### config.mk
export PLATFORM = sky130hd
export DESIGN_NAME = load_store_unit_flat
export DESIGN_NICKNAME = d
export VERILOG_FILES = /design/src/rtl/load_store_unit_if.sv /design/src/rtl/load_store_unit.sv /design/src/flat_wrapper.sv
export SDC_FILE = /design/constraint.sdc
export NUM_CORES = 1
export LEC_CHECK = 0
export CORE_MARGIN = 2
export CORE_UTILIZATION = 30
export DETAILED_ROUTE_END_ITERATION = 12
export PLACE_DENSITY_LB_ADDON = 0.12
export SYNTH_ARGS = -nofsm -noshare
export SYNTH_HDL_FRONTEND = slang
export SYNTH_SLANG_ARGS = --single-unit
### constraint.sdc
create_clock -name clk -period 2.7 [get_ports clk]
set_input_delay 0.81 -clock clk [delete_from_list [all_inputs] [get_ports clk]]
set_output_delay 0.81 -clock clk [all_outputs]
set_load 0.005 [all_outputs]
### src/rtl/load_store_unit_if.sv
// Signal bundle for load_store_unit: instruction issue, memory port, writeback and status.
// master = the LSU side, slave = the pipeline/memory side.
interface load_store_unit_if #(
  parameter int ADDR_W = 32
);
  logic              start;
  logic [31:0]       instruction;
  logic [31:0]       rs_data;
  logic [31:0]       rt_data;
  logic              mem_req;
  logic              mem_we;
  logic [ADDR_W-1:0] mem_addr;
  logic [3:0]        mem_be;
  logic [31:0]       mem_wdata;
  logic [31:0]       mem_rdata;
  logic              mem_ack;
  logic              wb_en;
  logic [4:0]        wb_reg;
  logic [31:0]       wb_data;
  logic              busy;
  logic              done;
  logic [1:0]        err;

  modport master (
    input  start, instruction, rs_data, rt_data, mem_rdata, mem_ack,
    output mem_req, mem_we, mem_addr, mem_be, mem_wdata,
           wb_en, wb_reg, wb_data, busy, done, err
  );

  modport slave (
    output start, instruction, rs_data, rt_data, mem_rdata, mem_ack,
    input  mem_req, mem_we, mem_addr, mem_be, mem_wdata,
           wb_en, wb_reg, wb_data, busy, done, err
  );
endinterface

### src/rtl/load_store_unit.sv
// MIPS I-type load/store unit: IDLE -> ADDR -> MEM -> DONE, little-endian byte lanes, wait timeout.
// Optional macro LSU_MISALIGN_TRAP_EN: trap misaligned halfword/word accesses with err=10.
module load_store_unit #(
  parameter int ADDR_W   = 32,
  parameter int MAX_WAIT = 15
) (
  input  logic              clk,
  input  logic              rst,
  load_store_unit_if.master bus
);
  typedef enum logic [1:0] {IDLE, ADDR, MEM, DONE} state_t;

  state_t      state_reg, state_next;
  logic [5:0]  op_reg;
  logic [4:0]  rt_idx_reg;
  logic [15:0] imm_reg;
  logic [31:0] rs_reg, rt_reg;
  logic [7:0]  wait_reg;
  logic [1:0]  err_pend_reg;
  logic [1:0]  lane_reg;
  logic [31:0] load_reg;

  logic        legal, is_store, is_unsigned, timeout;
  logic [1:0]  size;
  logic [31:0] ea, ea_eff, wdata, load_ext;
  logic [3:0]  be;
  logic [7:0]  rd_byte;
  logic [15:0] rd_half;

  // opcode[1:0] encodes access size (00 byte, 01 half, 11 word), [2] unsigned, [3] store
  assign size        = op_reg[1:0];
  assign is_unsigned = op_reg[2];
  assign is_store    = op_reg[3];
  assign ea          = rs_reg + {{16{imm_reg[15]}}, imm_reg};
  assign timeout     = (wait_reg == 8'(MAX_WAIT - 1));

`ifdef LSU_MISALIGN_TRAP_EN
  logic misaligned;
  assign misaligned = ((size == 2'b01) && ea[0]) || ((size == 2'b11) && (ea[1:0] != 2'b00));
`endif

  always_comb begin
    legal = 1'b0;
    case (op_reg)
      6'b100000, 6'b100001, 6'b100011, 6'b100100, 6'b100101,
      6'b101000, 6'b101001, 6'b101011: legal = 1'b1;
      default: legal = 1'b0;
    endcase
  end

  // Halfword/word accesses drop the offending low address bits before lane selection
  always_comb begin
    ea_eff = ea;
    be     = 4'b0001 << ea[1:0];
    wdata  = {4{rt_reg[7:0]}};
    case (size)
      2'b01: begin
        ea_eff = {ea[31:1], 1'b0};
        be     = ea[1] ? 4'b1100 : 4'b0011;
        wdata  = {2{rt_reg[15:0]}};
      end
      2'b11: begin
        ea_eff = {ea[31:2], 2'b00};
        be     = 4'b1111;
        wdata  = rt_reg;
      end
      default: ;
    endcase
  end

  always_comb begin
    rd_byte = bus.mem_rdata[7:0];
    case (lane_reg)
      2'd1:    rd_byte = bus.mem_rdata[15:8];
      2'd2:    rd_byte = bus.mem_rdata[23:16];
      2'd3:    rd_byte = bus.mem_rdata[31:24];
      default: rd_byte = bus.mem_rdata[7:0];
    endcase
    rd_half  = lane_reg[1] ? bus.mem_rdata[31:16] : bus.mem_rdata[15:0];
    load_ext = bus.mem_rdata;
    case (size)
      2'b00:   load_ext = {{24{~is_unsigned & rd_byte[7]}}, rd_byte};
      2'b01:   load_ext = {{16{~is_unsigned & rd_half[15]}}, rd_half};
      default: load_ext = bus.mem_rdata;
    endcase
  end

  always_ff @(posedge clk) begin
    if (rst) state_reg <= IDLE;
    else     state_reg <= state_next;
  end

  always_comb begin
    state_next  = state_reg;
    bus.mem_req = (state_reg == MEM);
    bus.busy    = (state_reg != IDLE);
    case (state_reg)
      IDLE: if (bus.start) state_next = ADDR;
      ADDR: begin
        state_next = MEM;
        if (!legal) state_next = DONE;
`ifdef LSU_MISALIGN_TRAP_EN
        else if (misaligned) state_next = DONE;
`endif
      end
      MEM:  if (bus.mem_ack || timeout) state_next = DONE;
      DONE: state_next = IDLE;
      default: state_next = IDLE;
    endcase
  end

  always_ff @(posedge clk) begin
    if (rst) begin
      op_reg        <= '0;
      rt_idx_reg    <= '0;
      imm_reg       <= '0;
      rs_reg        <= '0;
      rt_reg        <= '0;
      wait_reg      <= '0;
      err_pend_reg  <= '0;
      lane_reg      <= '0;
      load_reg      <= '0;
      bus.mem_we    <= 1'b0;
      bus.mem_addr  <= '0;
      bus.mem_be    <= '0;
      bus.mem_wdata <= '0;
      bus.wb_en     <= 1'b0;
      bus.wb_reg    <= '0;
      bus.wb_data   <= '0;
      bus.done      <= 1'b0;
      bus.err       <= '0;
    end else begin
      bus.done  <= 1'b0;
      bus.wb_en <= 1'b0;
      case (state_reg)
        IDLE: if (bus.start) begin
          op_reg     <= bus.instruction[31:26];
          rt_idx_reg <= bus.instruction[20:16];
          imm_reg    <= bus.instruction[15:0];
          rs_reg     <= bus.rs_data;
          rt_reg     <= bus.rt_data;
        end
        ADDR: begin
          bus.mem_we    <= is_store;
          bus.mem_addr  <= ea_eff[ADDR_W-1:0];
          bus.mem_be    <= be;
          bus.mem_wdata <= wdata;
          lane_reg      <= ea_eff[1:0];
          wait_reg      <= '0;
          err_pend_reg  <= legal ? 2'b00 : 2'b01;
`ifdef LSU_MISALIGN_TRAP_EN
          if (legal && misaligned) err_pend_reg <= 2'b10;
`endif
        end
        MEM: begin
          if (bus.mem_ack) begin
            load_reg <= load_ext;
          end else begin
            wait_reg <= wait_reg + 8'd1;
            if (timeout) err_pend_reg <= 2'b11;
          end
        end
        DONE: begin
          bus.done   <= 1'b1;
          bus.err    <= err_pend_reg;
          bus.wb_reg <= rt_idx_reg;
          if ((err_pend_reg == 2'b00) && !is_store) begin
            bus.wb_data <= load_reg;
            bus.wb_en   <= (rt_idx_reg != 5'd0);
          end
        end
        default: ;
      endcase
    end
  end
endmodule

### src/flat_wrapper.sv
// flat-port wrapper written by rule: the top's interface ports become plain ports
module load_store_unit_flat 
#(
  parameter int ADDR_W   = 32,
  parameter int MAX_WAIT = 15
)
  (clk, rst, bus_start, bus_instruction, bus_rs_data, bus_rt_data, bus_mem_rdata, bus_mem_ack, bus_mem_req, bus_mem_we, bus_mem_addr, bus_mem_be, bus_mem_wdata, bus_wb_en, bus_wb_reg, bus_wb_data, bus_busy, bus_done, bus_err);
  load_store_unit_if #(.ADDR_W(ADDR_W)) bus_i ();
  input  logic clk;
  input  logic rst;
  input wire logic [$bits(bus_i.start)-1:0] bus_start;
  input wire logic [$bits(bus_i.instruction)-1:0] bus_instruction;
  input wire logic [$bits(bus_i.rs_data)-1:0] bus_rs_data;
  input wire logic [$bits(bus_i.rt_data)-1:0] bus_rt_data;
  input wire logic [$bits(bus_i.mem_rdata)-1:0] bus_mem_rdata;
  input wire logic [$bits(bus_i.mem_ack)-1:0] bus_mem_ack;
  output wire logic [$bits(bus_i.mem_req)-1:0] bus_mem_req;
  output wire logic [$bits(bus_i.mem_we)-1:0] bus_mem_we;
  output wire logic [$bits(bus_i.mem_addr)-1:0] bus_mem_addr;
  output wire logic [$bits(bus_i.mem_be)-1:0] bus_mem_be;
  output wire logic [$bits(bus_i.mem_wdata)-1:0] bus_mem_wdata;
  output wire logic [$bits(bus_i.wb_en)-1:0] bus_wb_en;
  output wire logic [$bits(bus_i.wb_reg)-1:0] bus_wb_reg;
  output wire logic [$bits(bus_i.wb_data)-1:0] bus_wb_data;
  output wire logic [$bits(bus_i.busy)-1:0] bus_busy;
  output wire logic [$bits(bus_i.done)-1:0] bus_done;
  output wire logic [$bits(bus_i.err)-1:0] bus_err;
  assign bus_i.start = bus_start;
  assign bus_i.instruction = bus_instruction;
  assign bus_i.rs_data = bus_rs_data;
  assign bus_i.rt_data = bus_rt_data;
  assign bus_i.mem_rdata = bus_mem_rdata;
  assign bus_i.mem_ack = bus_mem_ack;
  assign bus_mem_req = bus_i.mem_req;
  assign bus_mem_we = bus_i.mem_we;
  assign bus_mem_addr = bus_i.mem_addr;
  assign bus_mem_be = bus_i.mem_be;
  assign bus_mem_wdata = bus_i.mem_wdata;
  assign bus_wb_en = bus_i.wb_en;
  assign bus_wb_reg = bus_i.wb_reg;
  assign bus_wb_data = bus_i.wb_data;
  assign bus_busy = bus_i.busy;
  assign bus_done = bus_i.done;
  assign bus_err = bus_i.err;
  load_store_unit #(.ADDR_W(ADDR_W), .MAX_WAIT(MAX_WAIT)) u_core (.clk(clk), .rst(rst), .bus(bus_i));
endmodule
==> summary.md <==
| Metric | Value |
|---|---|
| Run status | `completed` |
| Share of cells above drive strength 1 | `0.0920` |
| Fin crit share | `0.974` |
| Max IR drop VDD | `496 µV` |
| # nets final | `1824` |
| Tightest Pin Transition | `approximately 800 ps` |
| Root buf cell | `clkbuf_16` |
| IO Port Bufs | `between 200 and 250` |
| Multi-input logic area | `about 6000 µm²` |
| Predominant post-synthesis flop cell | `dfxtp_1` |
| Post-synth EDFFs | `0` |
| Most frequent cells in the layout | `345 x nand2_1, 240 x dfxtp_1, 236 x clkdlybuf4s50_1` |
| Post-route setup TNS | `0 ps` |
| Iteration-0 DRC Markers | `449` |
| Syn Nets | `1595` |
| CP startpoint kind | `flop` |
| Final Wtd Congestion | `0.823` |
| Clock Latency Late Sink | `550 ps` |
| Fillcell total | `3895` |
| Arrival time at the worst endpoint | `~3100 ps` |
| Hold_buf cts | `0` |
| Setup CP Type | `reg2reg` |
| Synth area leader | `dfxtp_1` |
| Post-synth ARST share | `0` |
| Total power | `13400 µW` |
| Max Cap Viol | `0` |
| Mapped cell area | `11300 µm²` |
| Hold Fails Final Rpt | `0` |
| Full die area | `39200 µm²` |
| DRT antenna net count | `0` |
| CTS tree | `yes` |
| Area contributors post-synth | `dfxtp_1 43%, nand2_1 12%, a21oi_1 8.2%` |
| Crit Path Max Fanout | `5` |
| Core area | `between 30000 and 40000 µm²` |
| Reg area | `around 5000 µm²` |
| Most common cell after layout, fill and taps aside | `nand2_1` |
| Post-Syn Instances | `about 1400` |
| Vias | `10500` |
| Critical Path Sink Type | `flop` |
| Inserted Clock Buffers | `29` |
| Global-route wire length before repair | `56.0 mm` |
| Routed WL per cell | `16.4 µm` |
| Worst hold margin | `about 450 ps` |
| Vias/cell | `between 4 and 5` |
| Slew HR | `0.469` |
| Worst path required time | `3120 ps` |
| Post-DP Area | `14500 µm²` |
| Boundary pin count | `244` |
| Max Slew Vio Count | `0` |
| Vias in the first global route | `10100` |
| Final min period | `2630 ps` |
| CTS H-tree lvls | `1` |
| Area Growth Syn to Fin | `38.3%` |
| Register area share after synthesis | `0.434` |
| Initial Utilization | `0.302` |
| Yosys reg bits | `between 200 and 250` |
| Final Skew | `about 20 ps` |
| Final Instance Area | `15600 µm²` |
| Ys Warns | `0` |
| DRC viols | `0` |
| Pwr Density | `856 nW/µm²` |
| Setup Viol. Count Final | `0` |
| Final wirelength | `between 30 and 40 mm` |
| Post-Syn Area per Cell | `7.93 µm²` |
| Row cnt | `~70` |
| Drt first pass iters | `4` |
| Clock Sinks | `245` |
| Final HPWL from detailed placement | `25.7 mm` |
| Post-synth top area share | `0.434` |
| Chip width | `slightly below 200 µm` |
| Pin count of the biggest net entering global routing | `99` |
| Initial antenna violation count | `5` |
| Clock Path Buffers | `3` |
| GRT Total Usage | `0.179` |
| Pleak | `0.00563 µW` |
| CTS clk-pin slew, worst paths | `60 ps` |
| Grt total ovfl | `0` |
| Die height | `198 µm` |
| RSZ-0062 raised after global routing | `yes` |
| Final core utilization | `0.418` |
| Synth cell types | `73` |
| Max frequency | `between 300 and 400 MHz` |
| Tightest Hold Check Type | `reg2reg` |
==> where the power goes <==
part	switching, µW	internal [µW]
registers	487	4270
clock network	1580	2570
logic	2480	1980
total	4550	8820
==> per-stage QoR <==
| stage | worst slack (ps) | std cells |
|---|---|---|
| 6_report | 70.3 | 2190 |
| 5_1_grt | -23.4 | 2186 |
| 4_1_cts | 3.38 | 2184 |
| 3_5_place_dp | -11.8 | 2132 |
| 3_3_place_gp | 14.1 | 2132 |
| 2_1_floorplan | 101 | 1424 |
==> logic make-up after synthesis <==
logic type      after synthesis  share of synthesized area
simple gates                582                      0.219
compound gates              367                      0.203
flops                       245                      0.434
buf+inv                     123                     0.0419
mux                          45                     0.0401
fa+ha+maj                    39                     0.0439
xor+xnor                     23                     0.0178
==> worst max-delay path, cell delays in order (launching register included) <==
cell	delay [ps]
dfxtp_1	310
ha_1	330
a21oi_2	160
o21ai_1	110
a311oi_2	360
o211ai_2	210
o21ba_1	230
o21ai_2	160
mux2_4	320
a311o_1	310
==> layer usage <==
layer	global-route usage	part of all wire	up-vias
met2	0.292	0.45	202
li1	-	-	5391
met5	0	0	-
met3	0.0361	0.055	37
met1	0.243	0.48	4860
met4	0.0387	0.020	0
==> synthesized netlist by cell type, types with 6 or more instances <==
master and count:
nand2_1 346, dfxtp_1 245, a21oi_1 185, nor2_1 117
clkbuf_1 75, a211oi_1 47, mux2i_1 43, o21ai_0 39
ha_1 38, nand3_1 33, inv_1 25, nor3_1 21
xnor2_1 20, nand2b_1 14, buf_1 13, a21o_1 9
a311oi_1 9, nor2b_1 9, buf_2 8, a22oi_1 7
o2111ai_1 7, o22a_1 7, and2_1 6, nand4_1 6
o22ai_1 6, or3_1 6
==> timing repair <==
item,4_1_cts,5_1_grt
gates resized for setup,4,24
buffers inserted,0,1
pin swaps,1,7
endpoints found under the setup margin,2,11
==> worst paths after layout <==
path	startpoint	to	slack [ps]	depth (start not counted)
max	u_core.rs_reg[9]$_SDFFE_PP0P_	u_core.bus.mem_addr[24]$_SDFFE_PP0P_	70	9
min	u_core.bus.wb_data[14]$_SDFFE_PP0P_	u_core.bus.wb_data[14]$_SDFFE_PP0P_	450	2
max reg2reg	u_core.rs_reg[9]$_SDFFE_PP0P_	u_core.bus.mem_addr[24]$_SDFFE_PP0P_	70	9
min reg2reg	u_core.bus.wb_data[14]$_SDFFE_PP0P_	u_core.bus.wb_data[14]$_SDFFE_PP0P_	450	2
==> area by class of cell <==
cell class / count / share of cell area
antenna: 5 / 0.000801
clock buffer: 42 / 0.0547
clock inverter: 10 / 0.0106
inverter: 26 / 0.00625
multi-input combinational: 1056 / 0.387
sequential: 245 / 0.315
tap: 511 / 0.0409
timing repair buffer: 295 / 0.185
No activity file was read; power rests on OpenSTA's default activity.
